<file path="src/rtl/note_scroll_ctrl_pkg.sv">
// Shared constants, row type and FSM state encoding for the note RAM scroll controller.
package note_pkg;

    localparam int ROW_W  = 128;
    localparam int ADDR_W = 5;

    localparam logic [1:0] ST_IDLE   = 2'd0;
    localparam logic [1:0] ST_SHIFT  = 2'd1;
    localparam logic [1:0] ST_INSERT = 2'd2;
    localparam logic [1:0] ST_CLEAR  = 2'd3;

    typedef enum logic [1:0] {
        IDLE   = ST_IDLE,
        SHIFT  = ST_SHIFT,
        INSERT = ST_INSERT,
        CLEAR  = ST_CLEAR
    } state_t;

    typedef logic [ROW_W-1:0] row_t;

endpackage

</file>
<file path="src/rtl/note_scroll_ctrl_if.sv">
// Note RAM port bundle: the controller drives addresses/data/wren, the RAM returns q.
interface note_scroll_ctrl_if #(
    parameter int AW = note_pkg::ADDR_W,
    parameter int DW = note_pkg::ROW_W
);

    logic [AW-1:0] ram_rdaddress;
    logic [AW-1:0] ram_wraddress;
    logic [DW-1:0] ram_data;
    logic          ram_wren;
    logic [DW-1:0] ram_q;

    modport master (
        output ram_rdaddress, ram_wraddress, ram_data, ram_wren,
        input  ram_q
    );

    modport slave (
        input  ram_rdaddress, ram_wraddress, ram_data, ram_wren,
        output ram_q
    );

endinterface

</file>
<file path="src/rtl/note_scroll_ctrl.sv">
// Per-frame note RAM sequencer: scroll down one row, insert chart row, apply hit clears.
// Optional NOTE_MISS_OUT_EN drives miss_row/miss_valid with the row leaving the bottom.
module note_scroll_ctrl #(
    parameter int ROWS      = 20,
    parameter int ROW_W     = note_pkg::ROW_W,
    parameter int ADDR_W    = note_pkg::ADDR_W,
    parameter int SPEED_DIV = 1
) (
    input  logic                  vgaclk,
    input  logic                  reset_n,
    input  logic                  blank,
    input  logic [ADDR_W-1:0]     pix_rdaddr,
    output logic [ROW_W-1:0]      pix_q,
    input  logic [ROW_W-1:0]      chart_row,
    output logic                  chart_ack,
    input  logic                  clr_valid,
    input  logic [ADDR_W-1:0]     clr_row,
    input  logic [ROW_W-1:0]      clr_mask,
    output logic                  clr_ready,
    note_scroll_ctrl_if.master    ram,
    output logic [ROW_W-1:0]      miss_row,
    output logic                  miss_valid,
    output logic                  overrun
);

    import note_pkg::*;

    localparam int CW = ADDR_W + 1;

    state_t             r_state;
    logic [CW-1:0]      r_idx;
    logic [3:0]         r_div;
    logic               r_blank_d;
    logic               r_fstart;
    logic               r_overrun;
    logic               r_clr_busy;
    logic               r_clr_skip;
    logic [ADDR_W-1:0]  r_clr_row;
    logic [ROW_W-1:0]   r_clr_mask;

    logic               w_blank_rise;
    logic               w_div_wrap;
    logic [ADDR_W-1:0]  w_rdaddr;
    logic [ADDR_W-1:0]  w_wraddr;
    logic [ROW_W-1:0]   w_wdata;
    logic               w_wren;

    assign w_blank_rise = blank & ~r_blank_d;
    assign w_div_wrap   = (r_div == 4'(SPEED_DIV - 1));

    // SHIFT cycle idx reads row ROWS-1-idx and writes the previous read to row ROWS+1-idx;
    // idx 1 returns the bottom row (miss, not written), idx ROWS is the drain write.
    always_comb begin
        w_rdaddr  = '0;
        w_wraddr  = '0;
        w_wdata   = '0;
        w_wren    = 1'b0;
        clr_ready = 1'b0;
        chart_ack = 1'b0;
        case (r_state)
            IDLE: begin
                w_rdaddr = pix_rdaddr;
            end
            SHIFT: begin
                if (r_idx < CW'(ROWS)) begin
                    w_rdaddr = ADDR_W'(ROWS - 1 - int'(r_idx));
                end
                if (r_idx >= CW'(2)) begin
                    w_wren   = 1'b1;
                    w_wraddr = ADDR_W'(ROWS + 1 - int'(r_idx));
                    w_wdata  = ram.ram_q;
                end
            end
            INSERT: begin
                w_rdaddr  = ADDR_W'(1);
                w_wren    = 1'b1;
                w_wraddr  = '0;
                w_wdata   = chart_row;
                chart_ack = 1'b1;
            end
            CLEAR: begin
                if (r_clr_busy) begin
                    // read address steered off the write row so the port never collides
                    w_rdaddr = r_clr_row ^ ADDR_W'(1);
                    w_wren   = ~r_clr_skip;
                    w_wraddr = r_clr_row;
                    w_wdata  = ram.ram_q & ~r_clr_mask;
                end else begin
                    w_rdaddr  = clr_row;
                    clr_ready = ~blank;
                end
            end
        endcase
    end

    always_ff @(posedge vgaclk or negedge reset_n) begin
        if (!reset_n) begin
            r_state    <= IDLE;
            r_idx      <= '0;
            r_div      <= '0;
            r_blank_d  <= 1'b0;
            r_fstart   <= 1'b0;
            r_overrun  <= 1'b0;
            r_clr_busy <= 1'b0;
            r_clr_skip <= 1'b0;
            r_clr_row  <= '0;
            r_clr_mask <= '0;
        end else begin
            r_blank_d <= blank;
            r_fstart  <= r_blank_d & ~blank;
            if (w_blank_rise && (r_state == SHIFT || r_state == INSERT)) begin
                r_overrun <= 1'b1;
            end
            case (r_state)
                IDLE: begin
                    if (r_fstart) begin
                        if (w_div_wrap) begin
                            r_div   <= '0;
                            r_idx   <= '0;
                            r_state <= SHIFT;
                        end else begin
                            r_div   <= r_div + 4'd1;
                            r_state <= CLEAR;
                        end
                    end
                end
                SHIFT: begin
                    if (r_idx == CW'(ROWS)) begin
                        r_state <= INSERT;
                    end else begin
                        r_idx <= r_idx + CW'(1);
                    end
                end
                INSERT: begin
                    r_state <= CLEAR;
                end
                CLEAR: begin
                    if (r_clr_busy) begin
                        r_clr_busy <= 1'b0;
                        if (blank) begin
                            r_state <= IDLE;
                        end
                    end else if (blank) begin
                        r_state <= IDLE;
                    end else if (clr_valid) begin
                        r_clr_busy <= 1'b1;
                        r_clr_row  <= clr_row;
                        r_clr_mask <= clr_mask;
                        r_clr_skip <= ({1'b0, clr_row} >= CW'(ROWS));
                    end
                end
            endcase
        end
    end

`ifdef NOTE_MISS_OUT_EN
    logic               r_miss_valid;
    logic [ROW_W-1:0]   r_miss_row;

    always_ff @(posedge vgaclk or negedge reset_n) begin
        if (!reset_n) begin
            r_miss_valid <= 1'b0;
            r_miss_row   <= '0;
        end else begin
            r_miss_valid <= 1'b0;
            if (r_state == SHIFT && r_idx == CW'(1)) begin
                r_miss_valid <= 1'b1;
                r_miss_row   <= ram.ram_q;
            end
        end
    end

    assign miss_row   = r_miss_row;
    assign miss_valid = r_miss_valid;
`else
    assign miss_row   = '0;
    assign miss_valid = 1'b0;
`endif

    assign ram.ram_rdaddress = w_rdaddr;
    assign ram.ram_wraddress = w_wraddr;
    assign ram.ram_data      = w_wdata;
    assign ram.ram_wren      = w_wren;
    assign pix_q             = ram.ram_q;
    assign overrun           = r_overrun;

endmodule

</file>
<file path="src/flat_wrapper.sv">
// flat-port wrapper written by rule: the top's interface ports become plain ports
module note_scroll_ctrl_flat import note_pkg::*;
#(
    parameter int ROWS      = 20,
    parameter int ROW_W     = note_pkg::ROW_W,
    parameter int ADDR_W    = note_pkg::ADDR_W,
    parameter int SPEED_DIV = 1
)
  (vgaclk, reset_n, blank, pix_rdaddr, pix_q, chart_row, chart_ack, clr_valid, clr_row, clr_mask, clr_ready, miss_row, miss_valid, overrun, ram_ram_rdaddress, ram_ram_wraddress, ram_ram_data, ram_ram_wren, ram_ram_q);
  note_scroll_ctrl_if #(.AW(5), .DW(ROW_W)) ram_i ();
  input  logic vgaclk;
  input  logic reset_n;
  input  logic blank;
  input  logic [ADDR_W-1:0] pix_rdaddr;
  output logic [ROW_W-1:0] pix_q;
  input  logic [ROW_W-1:0] chart_row;
  output logic chart_ack;
  input  logic clr_valid;
  input  logic [ADDR_W-1:0] clr_row;
  input  logic [ROW_W-1:0] clr_mask;
  output logic clr_ready;
  output logic [ROW_W-1:0] miss_row;
  output logic miss_valid;
  output logic overrun;
  output wire logic [$bits(ram_i.ram_rdaddress)-1:0] ram_ram_rdaddress;
  output wire logic [$bits(ram_i.ram_wraddress)-1:0] ram_ram_wraddress;
  output wire logic [$bits(ram_i.ram_data)-1:0] ram_ram_data;
  output wire logic [$bits(ram_i.ram_wren)-1:0] ram_ram_wren;
  input wire logic [$bits(ram_i.ram_q)-1:0] ram_ram_q;
  assign ram_ram_rdaddress = ram_i.ram_rdaddress;
  assign ram_ram_wraddress = ram_i.ram_wraddress;
  assign ram_ram_data = ram_i.ram_data;
  assign ram_ram_wren = ram_i.ram_wren;
  assign ram_i.ram_q = ram_ram_q;
  note_scroll_ctrl #(.ROWS(ROWS), .ROW_W(ROW_W), .ADDR_W(ADDR_W), .SPEED_DIV(SPEED_DIV)) u_core (.vgaclk(vgaclk), .reset_n(reset_n), .blank(blank), .pix_rdaddr(pix_rdaddr), .pix_q(pix_q), .chart_row(chart_row), .chart_ack(chart_ack), .clr_valid(clr_valid), .clr_row(clr_row), .clr_mask(clr_mask), .clr_ready(clr_ready), .ram(ram_i), .miss_row(miss_row), .miss_valid(miss_valid), .overrun(overrun));
endmodule
</file>
<file path="config.mk">
export PLATFORM = sky130hd
export DESIGN_NAME = note_scroll_ctrl_flat
export DESIGN_NICKNAME = d
export VERILOG_FILES = /design/src/rtl/note_scroll_ctrl_pkg.sv /design/src/rtl/note_scroll_ctrl_if.sv /design/src/rtl/note_scroll_ctrl.sv /design/src/flat_wrapper.sv
export SDC_FILE = /design/constraint.sdc
export NUM_CORES = 1
export LEC_CHECK = 0
export CAP_MARGIN = 10
export CORE_AREA = 10 10 304 306
export DETAILED_ROUTE_END_ITERATION = 10
export DIE_AREA = 0 0 314 316
export GPL_TIMING_DRIVEN = 0
export HOLD_SLACK_MARGIN = 0.15
export SYNTH_ARGS = -nofsm -noshare
export SYNTH_HDL_FRONTEND = slang
export SYNTH_SLANG_ARGS = --single-unit
</file>
<file path="constraint.sdc">
create_clock -name vgaclk -period 2.8 [get_ports vgaclk]
set_input_delay 0.84 -clock vgaclk [delete_from_list [all_inputs] [get_ports vgaclk]]
set_output_delay 0.84 -clock vgaclk [all_outputs]
set_load 0.005 [all_outputs]
</file>
== Word-level counts from Yosys, hierarchy flattened ==
Index checks and enable logic that the tools add are counted.

* Register bits: 150
* Input bits: 398
* Output and inout bits: 399

* Add/sub/neg operators: 4
* $lt $le $gt $ge: 3
* Eq/ne operators: 9
* Multiplexer cells: 28
* Bitwise operators: 9
* Reduce and logical (&&, ||, !) cells: 9

{| class="wikitable"
|+ Operators by type and width
! cell !! number
|-
| 128-bit one-hot mux with 3 select lines || 1
|-
| 128-bit two-way mux || 2
|-
| 128-bit bitwise AND || 1
|-
| 128-bit NOT || 1
|-
| 5-bit two-way mux || 4
|-
| 5-bit one-hot mux with 4 select lines || 1
|-
| 6-bit two-way mux || 3
|-
| 6-bit one-hot mux with 2 select lines || 1
|-
| 5-bit one-hot mux with 2 select lines || 1
|-
| 5-bit subtractor (first input constant) || 2
|-
| 1-bit two-way mux || 8
|-
| 2-bit two-way mux || 4
|-
| 2-bit one-hot mux with 4 select lines || 1
|-
| 4-bit AND reduction || 2
|-
| 6-bit by 1-bit adder with 6-bit output (second input constant) || 1
|-
| 6-bit by 5-bit equality test with 1-bit output (second input constant) || 1
|-
| 6-bit by 2-bit greater-or-equal comparator with 1-bit output (second input constant) || 1
|-
| 6-bit by 5-bit < comparator with 1-bit output (second input constant) || 1
|-
| 2-bit inequality test (second input constant) || 3
|-
| 5-bit greater-or-equal comparator (second input constant) || 1
|-
| 1-bit NOT || 5
|-
| 4-bit by 1-bit adder with 4-bit output (second input constant) || 1
|-
| 2-bit equality test (second input constant) || 2
|-
| 4-bit zero test || 1
|-
| other kinds (11) || 13
|}

== Depth between registers and ports, before layout ==
* Depth after elaboration: 4
* Mapped depth: 8
* Gate-level depth less buffers: 5

== Least setup slack after synthesis ==
No wires, ideal clock.

* Path type: register -> output
* Start point: register u_core.r_idx[3]
* End point: output ram_ram_data[54]
* Arrival: 1.950 ns
* Data required time: 1.960 ns
* Path slack: 0.010 ns
* Stages on the path, launching flop included: 9
* Path buffers: 3
* Cell sequence: dfrtp_1 > clkbuf_1 > inv_1 > ha_1 > or3b_1 > o31ai_4 > buf_4 > buf_2 > a311oi_1

* Word-level cells in the longest chain between the ends: 3

{| class="wikitable"
|+ Ends and longest elaborated chain
! what !! RTL line !! RTL
|-
| from (decl) || note_scroll_ctrl.sv:31 || <nowiki>logic [CW-1:0] r_idx;</nowiki>
|-
| from (signal assigned) || note_scroll_ctrl.sv:131 || <nowiki>r_idx <= r_idx + CW'(1);</nowiki>
|-
| 6-bit by 2-bit greater-or-equal comparator with 1-bit output || note_scroll_ctrl.sv:68 || <nowiki>if (r_idx >= CW'(2)) begin</nowiki>
|-
| 128-bit two-way mux || note_scroll_ctrl.sv:68 ||
|-
| 128-bit one-hot mux with 3 select lines || note_scroll_ctrl.sv:60 || <nowiki>case (r_state)</nowiki>
|-
| to (decl) || flat_wrapper.sv:27 || <nowiki>output wire logic [$bits(ram_i.ram_data)-1:0] ram_ram_data;</nowiki>
|}

No other way between the ends.

== Worst setup path after layout ==
* Start point: register u_core.r_idx[2]
* End point: output ram_ram_data[49]

Same word-level chain as after synthesis.

==> metrics <==
H-tree level count=4; router iterations before antenna repair=5; clock slew seen by the registers of the worst setup and hold paths=roughly 80 ps; Min-Delay Path Class=input pin to async pin; number of cells produced by synthesis=between 1k and 1.5k; standard cell with the maximum stage delay on the critical path=sky130_fd_sc_hd__dfrtp_2; core outline area=approximately 86000 um2; maximum clock skew at final layout=19.84 ps; CTS sink count=150; num rows=approximately 110; Max Transition Viols Final=0; fraction of layout cells with a size suffix above 1=0.3594; post-synthesis cell type with the largest combined area=sky130_fd_sc_hd__dfrtp_1; TritonCTS clock tree=built; violations in the final reports=negative setup slack; internal power contribution=9.465 mW; overall die width=~310 um; maximum count of clock buffers along a single path=2; Total Routing Usage GR=0.1664; VDD IR max=roughly 0.00037 V; delay of the slowest cell on the worst path=about 440 ps; cell chosen for the clock root=sky130_fd_sc_hd__clkbuf_16; clock network fraction of total power=0.142; global-route wire length before repair=roughly 110000 um; Ys Warns=0; leading cell type by number of instances after synthesis=sky130_fd_sc_hd__buf_4; leakage power figure=about 9.6 nW; relative max-transition margin=0.4672; Cell variety after synth=48; global route overflow=0; kind of capture point of the worst setup path=output pin; endpoint required time on the critical path=1960 ps; IO Port Bufs=667; signal arrival time at the worst endpoint=roughly 2700 ps; clock buffers created by TritonCTS=17; area of the mapped netlist=around 12000 um2; DR DRC count=0; number of antenna violations at the first check in global routing=44; Die Area=roughly 99000 um2; minimum clock period after layout=roughly 3600 ps; Buffers & Inverters on Critical Path=6; routed wire length=between 80000 and 90000 um; type of origin of the critical path=flip-flop; Flop pwr share=0.231; count of final hold-check violations=0; fraction of the yosys area taken by sequential cells=0.3232; NetSw=roughly 6.8 mW; largest cells by area after synthesis=sky130_fd_sc_hd__dfrtp_1 32%, sky130_fd_sc_hd__buf_4 17%, sky130_fd_sc_hd__mux2_2 14%, sky130_fd_sc_hd__a311oi_1 9.6%, sky130_fd_sc_hd__nand2b_1 6.9%; leading register cell type out of synthesis=sky130_fd_sc_hd__dfrtp_1; latest clock arrival within the worst-skew pair=between 400 and 500 ps; area share of the leading cell type in the synthesized netlist=0.3232; pin count of the biggest net entering global routing=just under 90; detail-routed net length per standard cell=between 20 and 30 um; cell repeated most along the worst path=sky130_fd_sc_hd__buf_12; number of violations reported at the end of detailed-routing iteration 0=approximately 800; number of flip-flops and latches in the synthesized netlist=150; Switching Fraction=0.4188; number of vias per cell after detailed routing=between 3 and 4; worst setup margin=-772.5 ps; remaining antenna violation count=0; cell breakdown of the critical path=inv_2 -> ha_4 -> or3b_4 -> o31ai_4 -> buf_12 -> buf_16 -> buf_12 -> buf_12 -> a311oi_4 -> buf_2; unrepaired setup endpoints after global routing=true; reported max-cap violation count=0; final-stage net count=2566; type of the setup path with the least slack=flip-flop to output pin; ports placed on the boundary=~800; average footprint of a synthesized cell=9.072 um2; share of async-settable or async-resettable flops after synthesis=1.000; Die Height=roughly 320 um; post-DP HPWL=slightly below 70000 um; leading post-synthesis cells by instance count=259 x sky130_fd_sc_hd__buf_4, 150 x sky130_fd_sc_hd__dfrtp_1, 143 x sky130_fd_sc_hd__nand2_1; pre-CTS setup slack=-1868 ps; post-synthesis to final-layout area growth=89.71%; Setup Viol. Count Final=~140; Max Freq=between 0.2 and 0.3 GHz; outcome=finished with violations; gate family responsible for the most delay along the worst path=buffers and inverters; filler cell count in the final layout=between 9k and 10k; number of enable-type register cells in the synthesized netlist=0; share of the cycle needed by the critical path after routing=1.276; via count of the first global-routing pass=13.30k; relative contribution of combinational cells to total power=0.626; share of the core filled with cells=0.2555; Cell Pwr Density=739.2 nW/um2; initial core utilization=0.1347; maximum fanout count along the critical path=5; total of hold buffers inserted after clock tree synthesis=0; weighted congestion at the end of routability-driven global placement=~0.9; DR vias=between 10k and 15k; measured slew at the worst slew-check pin=approximately 800 ps
[per-stage QoR]
step,TNS (ps),cells,cell area [um2],total power [mW],hold WS (ps)
3_5_place_dp,-346420,3231,20250,12.05,438.1
3_3_place_gp,-1371850,3230,20210,12.00,433.7
2_1_floorplan,0,1408,12090,7.442,420.5
4_1_cts,-99750,3305,21650,16.11,277.5
6_report,-93410,3331,22030,16.28,272.6
5_1_grt,-107550,3323,22010,17.24,296.7
[state kept, by name, indices dropped and copies added, names as in the netlist]
signal	flops
u_core.r_clr_busy	1
u_core.r_clr_row	5
u_core.r_blank_d	1
u_core.r_div	4
u_core.overrun	1
u_core.r_state	2
u_core.r_fstart	1
u_core.r_clr_skip	1
u_core.r_clr_mask	128
u_core.r_idx	6
[layer usage]
| layer | GRT usage | part of all wire | vias to the layer above |
|---|---|---|---|
| met1 | 0.2082 | 0.42 | 6465 |
| li1 | - | - | 5948 |
| met3 | 0.05648 | 0.093 | 103 |
| met2 | 0.2712 | 0.46 | 708 |
| met5 | 0 | 0.00072 | - |
| met4 | 0.04211 | 0.020 | 10 |
[power by group through the flow]
stage               clock [mW]  sequential [mW]  combinational (mW)
floorplan                    0             3.47                3.97
global placement             0             3.78                8.21
detailed placement           0             3.79                8.25
CTS                       2.44             3.76                9.91
global route              2.50             3.88                10.9
finish                    2.32             3.77                10.2
[cells by family after synthesis]
family | after synthesis | share of synthesized area
mux | 143 | 0.1383
xor+xnor | 3 | 0.002263
other cells | 1 | 0.0003229
flops | 150 | 0.3232
fa+ha+maj | 16 | 0.01724
compound gates | 294 | 0.1776
simple gates | 306 | 0.1347
buf+inv | 367 | 0.2063
[cells in the final DEF (no fill, tap or decap), types with 96 or more instances in the layout]
| master | netlist | layout |
|---|---|---|
| sky130_fd_sc_hd__clkdlybuf4s50_1 | 0 | 418 |
| sky130_fd_sc_hd__conb_1 | 1 | 129 |
| sky130_fd_sc_hd__a21oi_1 | 132 | 131 |
| sky130_fd_sc_hd__buf_4 | 259 | 292 |
| sky130_fd_sc_hd__nand2_1 | 143 | 142 |
| sky130_fd_sc_hd__dfrtp_1 | 150 | 147 |
| sky130_fd_sc_hd__buf_2 | 37 | 143 |
| sky130_fd_sc_hd__nand2b_1 | 129 | 127 |
| sky130_fd_sc_hd__dlygate4sd2_1 | 0 | 96 |
| sky130_fd_sc_hd__mux2_2 | 140 | 137 |
[timing repair]
action / in CTS / in global routing
cloned: 11 / 3
gates resized for setup: 932 / 62
buffers inserted: 34 / 16
pin swaps: 12 / 12
setup endpoints to repair: 368 / 158
[final cells by class]
cell class / instances / area (um2) / area share
plain buffers: 350 / 2922 / 0.1326
multi-input cells: 891 / 6494 / 0.2948
flip-flops and latches: 150 / 3757 / 0.1706
well taps: 1155 / 1445 / 0.06560
clock inverters: 11 / 90.09 / 0.004089
clock buffers: 21 / 450.4 / 0.02045
inverters: 15 / 66.31 / 0.003010
diodes: 11 / 27.53 / 0.001250
repair buffers: 727 / 6778 / 0.3077
[worst paths after layout]
kind                                          startpoint                                 to  slack, ps  cells after the start
hold reg to reg               u_core.r_blank_d$_DFF_PN0_         u_core.overrun$_DFFE_PN0P_        460                      1
setup / recovery             u_core.r_idx[2]$_DFFE_PN0P_                   ram_ram_data[49]       -770                     10
setup reg to reg           u_core.r_state[1]$_DFFE_PN0P_  u_core.r_clr_mask[44]$_DFFE_PN0P_        340                      6
min in group vgaclk           u_core.r_blank_d$_DFF_PN0_         u_core.overrun$_DFFE_PN0P_        460                      1
max in group asynchronous                        reset_n  u_core.r_clr_mask[79]$_DFFE_PN0P_       1540                      2
hold / removal                                   reset_n  u_core.r_clr_mask[43]$_DFFE_PN0P_        270                      1
Note: power is estimated with default switching activity, not from simulation.
